`src/rtl/hyperbus_rxbuf.sv`:
```
// ---------------------------------------------------------------------------
// hyperbus_rxbuf
//
// HyperBus read-data receive buffer. Once a burst is armed with start_i, the
// block collects DDR-captured beats (one beat = 2*WIDTH bits) that are
// qualified by RWDS == 2'b01. It packs pairs of beats into 4*WIDTH-bit words
// and pushes them into a small first-word-fall-through FIFO. Each FIFO entry
// carries a flag marking the final word of its burst. If the bus goes quiet
// for too long in mid-burst, a watchdog timer moves the block into a sticky
// error state.
//
// Parameters
//   WIDTH    HyperBus DQ width; one beat is 2*WIDTH bits
//   DEPTH    FIFO entry count (power of two, >= 2)
//   TIMEOUT  idle clk90 cycles allowed between valid beats
//
// Ports
//   clk90        sole clock, rising edge
//   rst          asynchronous, active-high reset
//   start_i      one-cycle pulse that arms a burst capture
//   burst_len_i  beats expected in the burst (0 means 16), sampled on start_i
//   cap_dat_i    DDR-captured DQ pair (one beat)
//   cap_rwds_i   DDR-captured RWDS pair; 2'b01 marks a valid beat
//   dat_o        FIFO head word
//   last_o       head word is the final word of its burst
//   valid_o      FIFO is non-empty
//   ready_i      consumer accepts the head word
//   count_o      FIFO occupancy, 0..DEPTH
//   busy_o       a burst capture is in progress
//   done_o       one-cycle pulse after the final beat of a burst
//   timeout_o    sticky watchdog error flag
//   overflow_o   sticky flag: a word was dropped because the FIFO was full
// ---------------------------------------------------------------------------
module hyperbus_rxbuf #(
    parameter int WIDTH   = 8,
    parameter int DEPTH   = 4,
    parameter int TIMEOUT = 31
) (
    input  logic                       clk90,
    input  logic                       rst,
    input  logic                       start_i,
    input  logic [3:0]                 burst_len_i,
    input  logic [2*WIDTH-1:0]         cap_dat_i,
    input  logic [1:0]                 cap_rwds_i,
    output logic [4*WIDTH-1:0]         dat_o,
    output logic                       last_o,
    output logic                       valid_o,
    input  logic                       ready_i,
    output logic [$clog2(DEPTH):0]     count_o,
    output logic                       busy_o,
    output logic                       done_o,
    output logic                       timeout_o,
    output logic                       overflow_o
);

    localparam int BEAT_W  = 2 * WIDTH;
    localparam int WORD_W  = 4 * WIDTH;
    localparam int ENTRY_W = WORD_W + 1;
    localparam int PTR_W   = $clog2(DEPTH);
    localparam int CNT_W   = PTR_W + 1;
    localparam int TMR_W   = (TIMEOUT > 0) ? $clog2(TIMEOUT + 1) : 1;

    typedef enum logic [1:0] {
        IDLE,
        CAPTURE,
        ERROR
    } state_t;

    state_t             state;
    logic [4:0]         len_total;
    logic [4:0]         beat_cnt;
    logic [TMR_W-1:0]   timer;

    // The pack register only needs its upper half. An odd-index beat fills
    // the lower half and is pushed on that same edge, so the lower half never
    // has to be held.
    logic [BEAT_W-1:0]  pack_hi;

    logic               beat_valid;
    logic               final_beat;
    logic               push_req;
    logic [WORD_W-1:0]  push_word;
    logic               push_last;
    logic               push_ok;
    logic               drop;
    logic               pop;
    logic               fifo_full;

    logic [ENTRY_W-1:0] mem [DEPTH];
    logic [PTR_W-1:0]   wptr;
    logic [PTR_W-1:0]   rptr;
    logic [CNT_W-1:0]   count_q;
    logic [ENTRY_W-1:0] head;

    // A beat counts only while capturing and only with the rising-then-falling
    // RWDS pattern. Every other RWDS value is bus noise or latency filler.
    assign beat_valid = (state == CAPTURE) && (cap_rwds_i == 2'b01);
    assign final_beat = beat_valid && ((beat_cnt + 5'd1) == len_total);

    // Work out what the current beat pushes. An odd-index beat completes a
    // pair. An even-index beat that is also the last beat of an odd-length
    // burst is pushed at once, padded with zeros in the low half.
    always_comb begin
        push_req  = 1'b0;
        push_word = '0;
        push_last = 1'b0;
        if (beat_valid) begin
            if (beat_cnt[0]) begin
                push_req  = 1'b1;
                push_word = {pack_hi, cap_dat_i};
                push_last = final_beat;
            end else if (final_beat) begin
                push_req  = 1'b1;
                push_word = {cap_dat_i, {BEAT_W{1'b0}}};
                push_last = 1'b1;
            end
        end
    end

    // A full FIFO can still accept a push when the head leaves on the same
    // edge. Any other push to a full FIFO is lost and flagged.
    assign pop       = valid_o && ready_i;
    assign fifo_full = (count_q == CNT_W'(DEPTH));
    assign push_ok   = push_req && (!fifo_full || pop);
    assign drop      = push_req && !push_ok;

    // Capture state machine. It holds the burst length, beat counter, pack
    // register and watchdog timer, and registers the status outputs. A start
    // pulse is honoured from IDLE or ERROR only, and it clears the sticky
    // flags for the new burst. The timer reloads on every valid beat. When it
    // reaches zero with no beat present, the burst is abandoned. The partial
    // pack word is never pushed in that case.
    always_ff @(posedge clk90 or posedge rst) begin
        if (rst) begin
            state      <= IDLE;
            len_total  <= '0;
            beat_cnt   <= '0;
            timer      <= '0;
            pack_hi    <= '0;
            busy_o     <= 1'b0;
            done_o     <= 1'b0;
            timeout_o  <= 1'b0;
            overflow_o <= 1'b0;
        end else begin
            done_o <= final_beat;
            case (state)
                IDLE, ERROR: begin
                    if (start_i) begin
                        state      <= CAPTURE;
                        len_total  <= (burst_len_i == 4'd0) ? 5'd16 : {1'b0, burst_len_i};
                        beat_cnt   <= '0;
                        pack_hi    <= '0;
                        timer      <= TMR_W'(TIMEOUT);
                        busy_o     <= 1'b1;
                        timeout_o  <= 1'b0;
                        overflow_o <= 1'b0;
                    end
                end
                CAPTURE: begin
                    if (beat_valid) begin
                        beat_cnt <= beat_cnt + 5'd1;
                        timer    <= TMR_W'(TIMEOUT);
                        if (!beat_cnt[0]) begin
                            pack_hi <= cap_dat_i;
                        end
                        if (final_beat) begin
                            state  <= IDLE;
                            busy_o <= 1'b0;
                        end
                    end else if (timer == '0) begin
                        state     <= ERROR;
                        busy_o    <= 1'b0;
                        timeout_o <= 1'b1;
                    end else begin
                        timer <= timer - TMR_W'(1);
                    end
                    if (drop) begin
                        overflow_o <= 1'b1;
                    end
                end
                default: begin
                    state  <= IDLE;
                    busy_o <= 1'b0;
                end
            endcase
        end
    end

    // FIFO bookkeeping. DEPTH is a power of two, so the pointers wrap simply
    // by overflowing. The occupancy holds when a push and a pop happen on the
    // same edge.
    always_ff @(posedge clk90 or posedge rst) begin
        if (rst) begin
            wptr    <= '0;
            rptr    <= '0;
            count_q <= '0;
        end else begin
            if (push_ok) begin
                wptr <= wptr + PTR_W'(1);
            end
            if (pop) begin
                rptr <= rptr + PTR_W'(1);
            end
            case ({push_ok, pop})
                2'b10:   count_q <= count_q + CNT_W'(1);
                2'b01:   count_q <= count_q - CNT_W'(1);
                default: count_q <= count_q;
            endcase
        end
    end

    // FIFO storage. It has no reset: after a reset the occupancy is zero, so
    // stale entries are unreachable, and the outputs below are gated on
    // valid_o.
    always_ff @(posedge clk90) begin
        if (push_ok) begin
            mem[wptr] <= {push_last, push_word};
        end
    end

    // First-word-fall-through head. The outputs are forced to zero while the
    // FIFO is empty, so a reset clears them immediately.
    assign head    = mem[rptr];
    assign valid_o = (count_q != '0);
    assign dat_o   = valid_o ? head[WORD_W-1:0] : '0;
    assign last_o  = valid_o & head[WORD_W];
    assign count_o = count_q;

endmodule

```
`config.mk`:
```
export PLATFORM = sky130hd
export DESIGN_NAME = hyperbus_rxbuf
export DESIGN_NICKNAME = d
export VERILOG_FILES = /design/src/rtl/hyperbus_rxbuf.sv
export SDC_FILE = /design/constraint.sdc
export NUM_CORES = 1
export LEC_CHECK = 0
export ABC_AREA = 1
export BUFFER_PORTS_ARGS = -buffer_cell sky130_fd_sc_hd__buf_2
export CAP_MARGIN = 25
export CORE_MARGIN = 2
export CORE_UTILIZATION = 35
export CTS_BUF_LIST = sky130_fd_sc_hd__clkbuf_8
export DETAILED_ROUTE_END_ITERATION = 6
export GPL_ROUTABILITY_DRIVEN = 0
export GPL_TIMING_DRIVEN = 0
export HOLD_SLACK_MARGIN = 0.06
export PLACE_DENSITY = 0.48
export SYNTH_ARGS = -nofsm -noshare
export SYNTH_HDL_FRONTEND = slang
export SYNTH_SLANG_ARGS = --single-unit
export TNS_END_PERCENT = 1
```
`constraint.sdc`:
```
create_clock -name clk90 -period 5.26 [get_ports clk90]
set_input_delay 0.263 -clock clk90 [delete_from_list [all_inputs] [get_ports clk90]]
set_output_delay 0.263 -clock clk90 [all_outputs]
set_load 0.03 [all_outputs]
```
After elaboration in Yosys (flattened, before gate mapping)
Memory sizes are Yosys's and may differ from the RTL's.
Cells that the tools add are included.
{"block": "totals", "n_memories": 1, "elab_cells": 98, "mem_bits_rw": 132, "regBits": 44, "output_inout_bits": 41}
{"name": "mem", "words": 4, "width": 33, "read_ports": 1, "rd_clocked_by_memory_dff": 0, "write_ports": 1, "line_no": "89", "text": "logic [ENTRY_W-1:0] mem [DEPTH];"}
{"block": "op_classes", "eq_ne": 16, "bitwise": 1, "n_reduce_logical": 22, "muxes": 40, "add_sub_neg": 6}
{"cell": "$mux 32", "count": 4}
{"cell": "$mux 16", "count": 3}
{"cell": "$pmux 16 s2", "count": 1}
{"cell": "$mux 5", "count": 6}
{"cell": "$pmux 5 s2", "count": 2}
{"cell": "$mux 1", "count": 15}
{"cell": "$reduce_and 3->1", "count": 4}
{"cell": "$ne 2x2->1 const B", "count": 5}
{"cell": "$mux 2", "count": 4}
{"cell": "$reduce_and 4->1", "count": 2}
{"cell": "$eq 2x1->1 const B", "count": 3}
{"cell": "$ne 3x3->1 const B", "count": 2}
{"cell": "$pmux 1 s2", "count": 3}
{"cell": "$pmux 3 s2", "count": 1}
{"cell": "$add 5x1->5 const B", "count": 1}
{"cell": "$eq 5x5->1", "count": 1}
{"cell": "$logic_and 1x1->1", "count": 5}
{"cell": "$logic_not 5->1", "count": 1}
{"cell": "$sub 5x1->5 const B", "count": 1}
{"cell": "$add 2x1->2 const B", "count": 2}
{"cell": "$eq 2x2->1 const B", "count": 2}
{"cell": "$logic_not 4->1", "count": 1}
{"cell": "$pmux 2 s2", "count": 1}
{"cell": "$reduce_bool 2->1", "count": 2}
{"cell": "other kinds (12)", "count": 13}

Logic depth before layout (Yosys ltp)
{"block": "depth", "ltp_word": 11, "mapped_depth": 15, "mapped_depth_nobuf": 15}

Worst setup path before layout
Ideal clock, no wire load.
{"block": "synth_path", "path_kind": "register to register", "from": "register beat_cnt[0]", "to": "memory mem[0][0] (netlist name) (enable)", "period_less_slack_ns": 3.337, "arrival_time_ns": 2.913, "slack_ns": 1.923, "path_buffers": 0, "path_stages_with_launch": 10, "path_cell_list": "dfrtp_1 ha_1 xor2_1 nor2_1 nand2_1 nor2_2 nand3_4 nand2_2 nand2_2 nor2_1"}
{"block": "synth_between", "elab_chain_cells": 9}
{"element": "start, declared", "line_no": "71", "text": "logic [4:0] beat_cnt;"}
{"element": "start signal, assigned", "line_no": "161", "text": "beat_cnt <= beat_cnt + 5'd1;"}
{"element": "$add 5x1->5", "line_no": "98", "text": "assign final_beat = beat_valid && ((beat_cnt + 5'd1) == len_total);"}
{"element": "$eq 5x5->1", "line_no": "98"}
{"element": "$logic_and 1x1->1", "line_no": "98"}
{"element": "$mux 1", "line_no": "112", "text": "end else if (final_beat) begin"}
{"element": "$mux 1 (*)", "line_no": "108", "text": "if (beat_cnt[0]) begin"}
{"element": "$mux 1 (*)", "line_no": "107", "text": "if (beat_valid) begin"}
{"element": "$logic_and 1x1->1 (*)", "line_no": "124", "text": "assign push_ok = push_req && (!fifo_full || pop);"}
{"element": "$mux 1 (*)", "line_no": "216", "text": "if (push_ok) begin"}
{"element": "$mux 1 (implied by the code) (*)", "line_no": "217", "text": "mem[wptr] <= {push_last, push_word};"}
{"element": "end, declared", "line_no": "89"}
Mark *: on every way between the ends. The rest lies on a longest branch, timed or not.

Final worst setup path
{"block": "layout_path", "from": "register rptr[1]", "to": "output dat_o[12]"}
{"block": "layout_between", "elab_chain_cells": 2}
{"element": "start, declared", "line_no": "91", "text": "logic [PTR_W-1:0] rptr;"}
{"element": "start signal, assigned", "line_no": "202", "text": "rptr <= rptr + PTR_W'(1);"}
{"element": "$mem_v2 4x33"}
{"element": "$mux 32", "line_no": "225", "text": "assign dat_o = valid_o ? head[WORD_W-1:0] : '0;"}
{"element": "end, declared", "line_no": "45", "text": "output logic [4*WIDTH-1:0] dat_o,"}
Every way passes these cells.

==> metrics.json <==
{
  "grt_pass1_vias": 5393,
  "synth_area_leader_cell": "sky130_fd_sc_hd__edfxtp_1",
  "max-clock-path-buffers": 2,
  "ys_seq_area_frac": 0.659,
  "most_frequently_used_flop_master_after_synthesis": "sky130_fd_sc_hd__edfxtp_1",
  "global_route.overflow_total": 0,
  "drcViolationCount": 0,
  "ioPinCount": 67,
  "async_flop_share": 0.250,
  "synthMuxAreaShare": 0,
  "synth_top_family_by_area": "simple AND/OR/NAND/NOR gates",
  "final_nets": 855,
  "numCtsBuffers": 17,
  "setup_total_negative_slack_ns": 0,
  "clock_insertion_delay_worst_skew_ns": 0.47,
  "post_route_cells_drive_above_1_share": 0.192,
  "timing.max_cap.violations": 0,
  "hpwl_after_dpl_um": 13500,
  "vias": 5477,
  "synth.top_cells.by_area": "sky130_fd_sc_hd__edfxtp_1 52%, sky130_fd_sc_hd__dfrtp_1 14%, sky130_fd_sc_hd__nor2_1 8.1%",
  "synth_largest_type_area_fraction": 0.516,
  "rsz0062_at_grt": "false",
  "crit_arrival_ns": 2.70,
  "critPathKind": "flop to output port",
  "synth_edf_count": 132,
  "place_area_um2": 8500,
  "synth_seq_cells": 176,
  "grt_max_degree": 27,
  "detail_route.vias_per_cell": 4.92,
  "drt-total-wl_um": 19600,
  "drt-initial-drc-count": 406,
  "core.rowCount": 54,
  "tightestPinTransition_ns": 0.678,
  "synth_compound_area_frac": 0.105,
  "hold_crit_class": "primary input to flop",
  "die_h_um": 152,
  "detailedRoute.firstPassIterationCount": 5,
  "ctsRootBufferMaster": "sky130_fd_sc_hd__clkbuf_8",
  "data_required_time_of_the_critical_path_ns": 5.00,
  "power.density_cell_area_nw_per_um2": 553,
  "synth_area_per_inst_um2": 10.6,
  "design_area_um2": 8920,
  "avgRoutedWirePerCell_um": 17.6,
  "design.die.area_um2": 23200,
  "synth_commonest_cells": "166 x sky130_fd_sc_hd__nor2_1, 132 x sky130_fd_sc_hd__edfxtp_1, 74 x sky130_fd_sc_hd__o21ai_0",
  "wire_length_of_the_first_global_routing_pass_um": 30600,
  "grtUsageTotal": 0.173,
  "path_max_fanout": 10,
  "yosys_warnings": 0,
  "finalCriticalPeriod_ns": 2.97,
  "max-slew-margin-rel": 0.548,
  "initial_core_util": 0.354,
  "critical_path.endpoint_type": "output port",
  "cts-hold-fix-buffers": 5,
  "tritoncts_clock_tree": "built",
  "preCtsSetupSlack_ns": 2.43,
  "p_total_w": 0.00493,
  "area_growth_pct": 16.1,
  "post_synth_and_or_nand_nor_area_fraction": 0.165,
  "postLayoutCoreUtil": 0.411,
  "power.static_leakage_nw": 3.51,
  "port_buffers": 66,
  "max_freq_mhz": 337,
  "yosys.area_share.adder": 0.0140,
  "syn-cell-area_um2": 7680,
  "coreArea_um2": 21700,
  "drtAntennaViolNets": 0,
  "fin_crit_sh": 0.564,
  "ant_diodes": 0,
  "finalMaxSlewViolations": 0,
  "post-synth-top-count-cell": "sky130_fd_sc_hd__nor2_1",
  "cp-start-kind": "flop",
  "postSynthNetCount": 760,
  "die_width_um": 152,
  "final_critical_path_setup_slack_ns": 2.29,
  "numClockSinks": 176,
  "ctsResizeCount": 0,
  "synthCells": 726,
  "post-cts-setup-buffers": 0,
  "timing.final.setup_violations": 0,
  "run_status": "finished clean",
  "peakVddDrop_mv": 0.272,
  "synthXorXnorAreaFrac": 0.00684,
  "final_hold_violations": 0,
  "clk_transition_reported_paths_ns": 0.09,
  "level_count_of_the_clock_h_tree": 4,
  "synth_cell_type_count": 34,
  "initial_antenna_violation_count": 0,
  "fin_worst_skew_ns": 0.0183
}
## path summary, 6_finish.rpt
check | start | to | slack, ns | depth (start not counted)
max | rptr[1] | dat_o[12] | 2.29 | 7
min | cap_dat_i[5] | pack_hi[5] | 0.09 | 3
max reg2reg | beat_cnt[0] | mem[1][32] | 2.44 | 11
min reg2reg | timeout_o | timeout_o | 0.50 | 2
max in group asynchronous | rst | pack_hi[14] | 4.39 | 4
min in group asynchronous | rst | done_o | 0.36 | 3
## flip-flops by register name (all words and copies together) (netlist names)
| signal | cells |
|---|---|
| beat_cnt | 5 |
| busy_o | 1 |
| count_o | 3 |
| done_o | 1 |
| len_total | 5 |
| mem | 132 |
| overflow_o | 1 |
| pack_hi | 16 |
| rptr | 2 |
| state | 2 |
| timeout_o | 1 |
| timer | 5 |
| wptr | 2 |
## cells in the final DEF (no fill, tap or decap), types with 7 or more instances in the layout
cell | synthesis | routed
sky130_fd_sc_hd__buf_2 | 6 | 72
sky130_fd_sc_hd__ha_1 | 7 | 7
sky130_fd_sc_hd__inv_6 | 0 | 8
sky130_fd_sc_hd__o21ai_0 | 74 | 74
sky130_fd_sc_hd__nor2_1 | 166 | 162
sky130_fd_sc_hd__clkbuf_8 | 0 | 18
sky130_fd_sc_hd__inv_2 | 11 | 12
sky130_fd_sc_hd__nand2_2 | 13 | 13
sky130_fd_sc_hd__nand2_1 | 63 | 63
sky130_fd_sc_hd__nand4_1 | 8 | 8
sky130_fd_sc_hd__o21ai_1 | 24 | 24
sky130_fd_sc_hd__clkbuf_1 | 25 | 25
sky130_fd_sc_hd__o21ai_2 | 10 | 10
sky130_fd_sc_hd__a21oi_1 | 38 | 38
sky130_fd_sc_hd__dfrtp_1 | 44 | 44
sky130_fd_sc_hd__nand3_1 | 29 | 29
sky130_fd_sc_hd__inv_1 | 46 | 45
sky130_fd_sc_hd__edfxtp_1 | 132 | 132
## report_power, final
group | leakage, nW | total, W | internal (W) | switching, W
Sequential | 1.80 | 0.00176 | 0.00168 | 0.0000855
Clock | 0.194 | 0.000891 | 0.000357 | 0.000534
Combinational | 1.51 | 0.00228 | 0.000629 | 0.00165
## logic make-up (layout without fill, tap and decap cells)
| family | Yosys count | in the layout |
|---|---|---|
| xor gates and xnor gates | 6 | 6 |
| adders and majority gates | 8 | 8 |
| and+or+nand+nor | 291 | 291 |
| DFF | 176 | 176 |
| AOI/OAI and AO/OA | 151 | 151 |
| buffers and inverters | 94 | 202 |
## critical path: stages (launching register included)
cell and delay, ns:
sky130_fd_sc_hd__dfrtp_1 0.34, sky130_fd_sc_hd__clkbuf_1 0.34, sky130_fd_sc_hd__clkinv_1 0.36, sky130_fd_sc_hd__clkbuf_1 0.40
sky130_fd_sc_hd__nor2_1 0.17, sky130_fd_sc_hd__o21ai_0 0.09, sky130_fd_sc_hd__a21oi_1 0.27, sky130_fd_sc_hd__buf_2 0.26
## layer usage
metal | GRT usage | wire length (um) | up-vias
met5 | 0 | 0 | -
met3 | 0.0375 | 865 | 25
met4 | 0.0574 | 394 | 0
li1 | - | - | 2640
met2 | 0.292 | 9720 | 147
met1 | 0.224 | 8630 | 2665
## stage by stage
| stage | hold slack [ns] | instances |
|---|---|---|
| after CTS | 0.0604 | 1114 |
| after global routing | 0.0667 | 1114 |
| after detailed placement | 0.346 | 1077 |
| after floorplan | 0.380 | 726 |
| final | 0.0909 | 1114 |
| after global placement | 0.468 | 1072 |
## cell type report
type,instances,area (um^2)
well taps,280,350
clock inverters,14,118
repair buffers,76,488
multi-input cells,456,2260
plain buffers,35,165
inverters,59,221
clock buffers,18,248
fillers,2102,12800
flip-flops and latches,176,5060
Power figures use the tool's default switching activity.
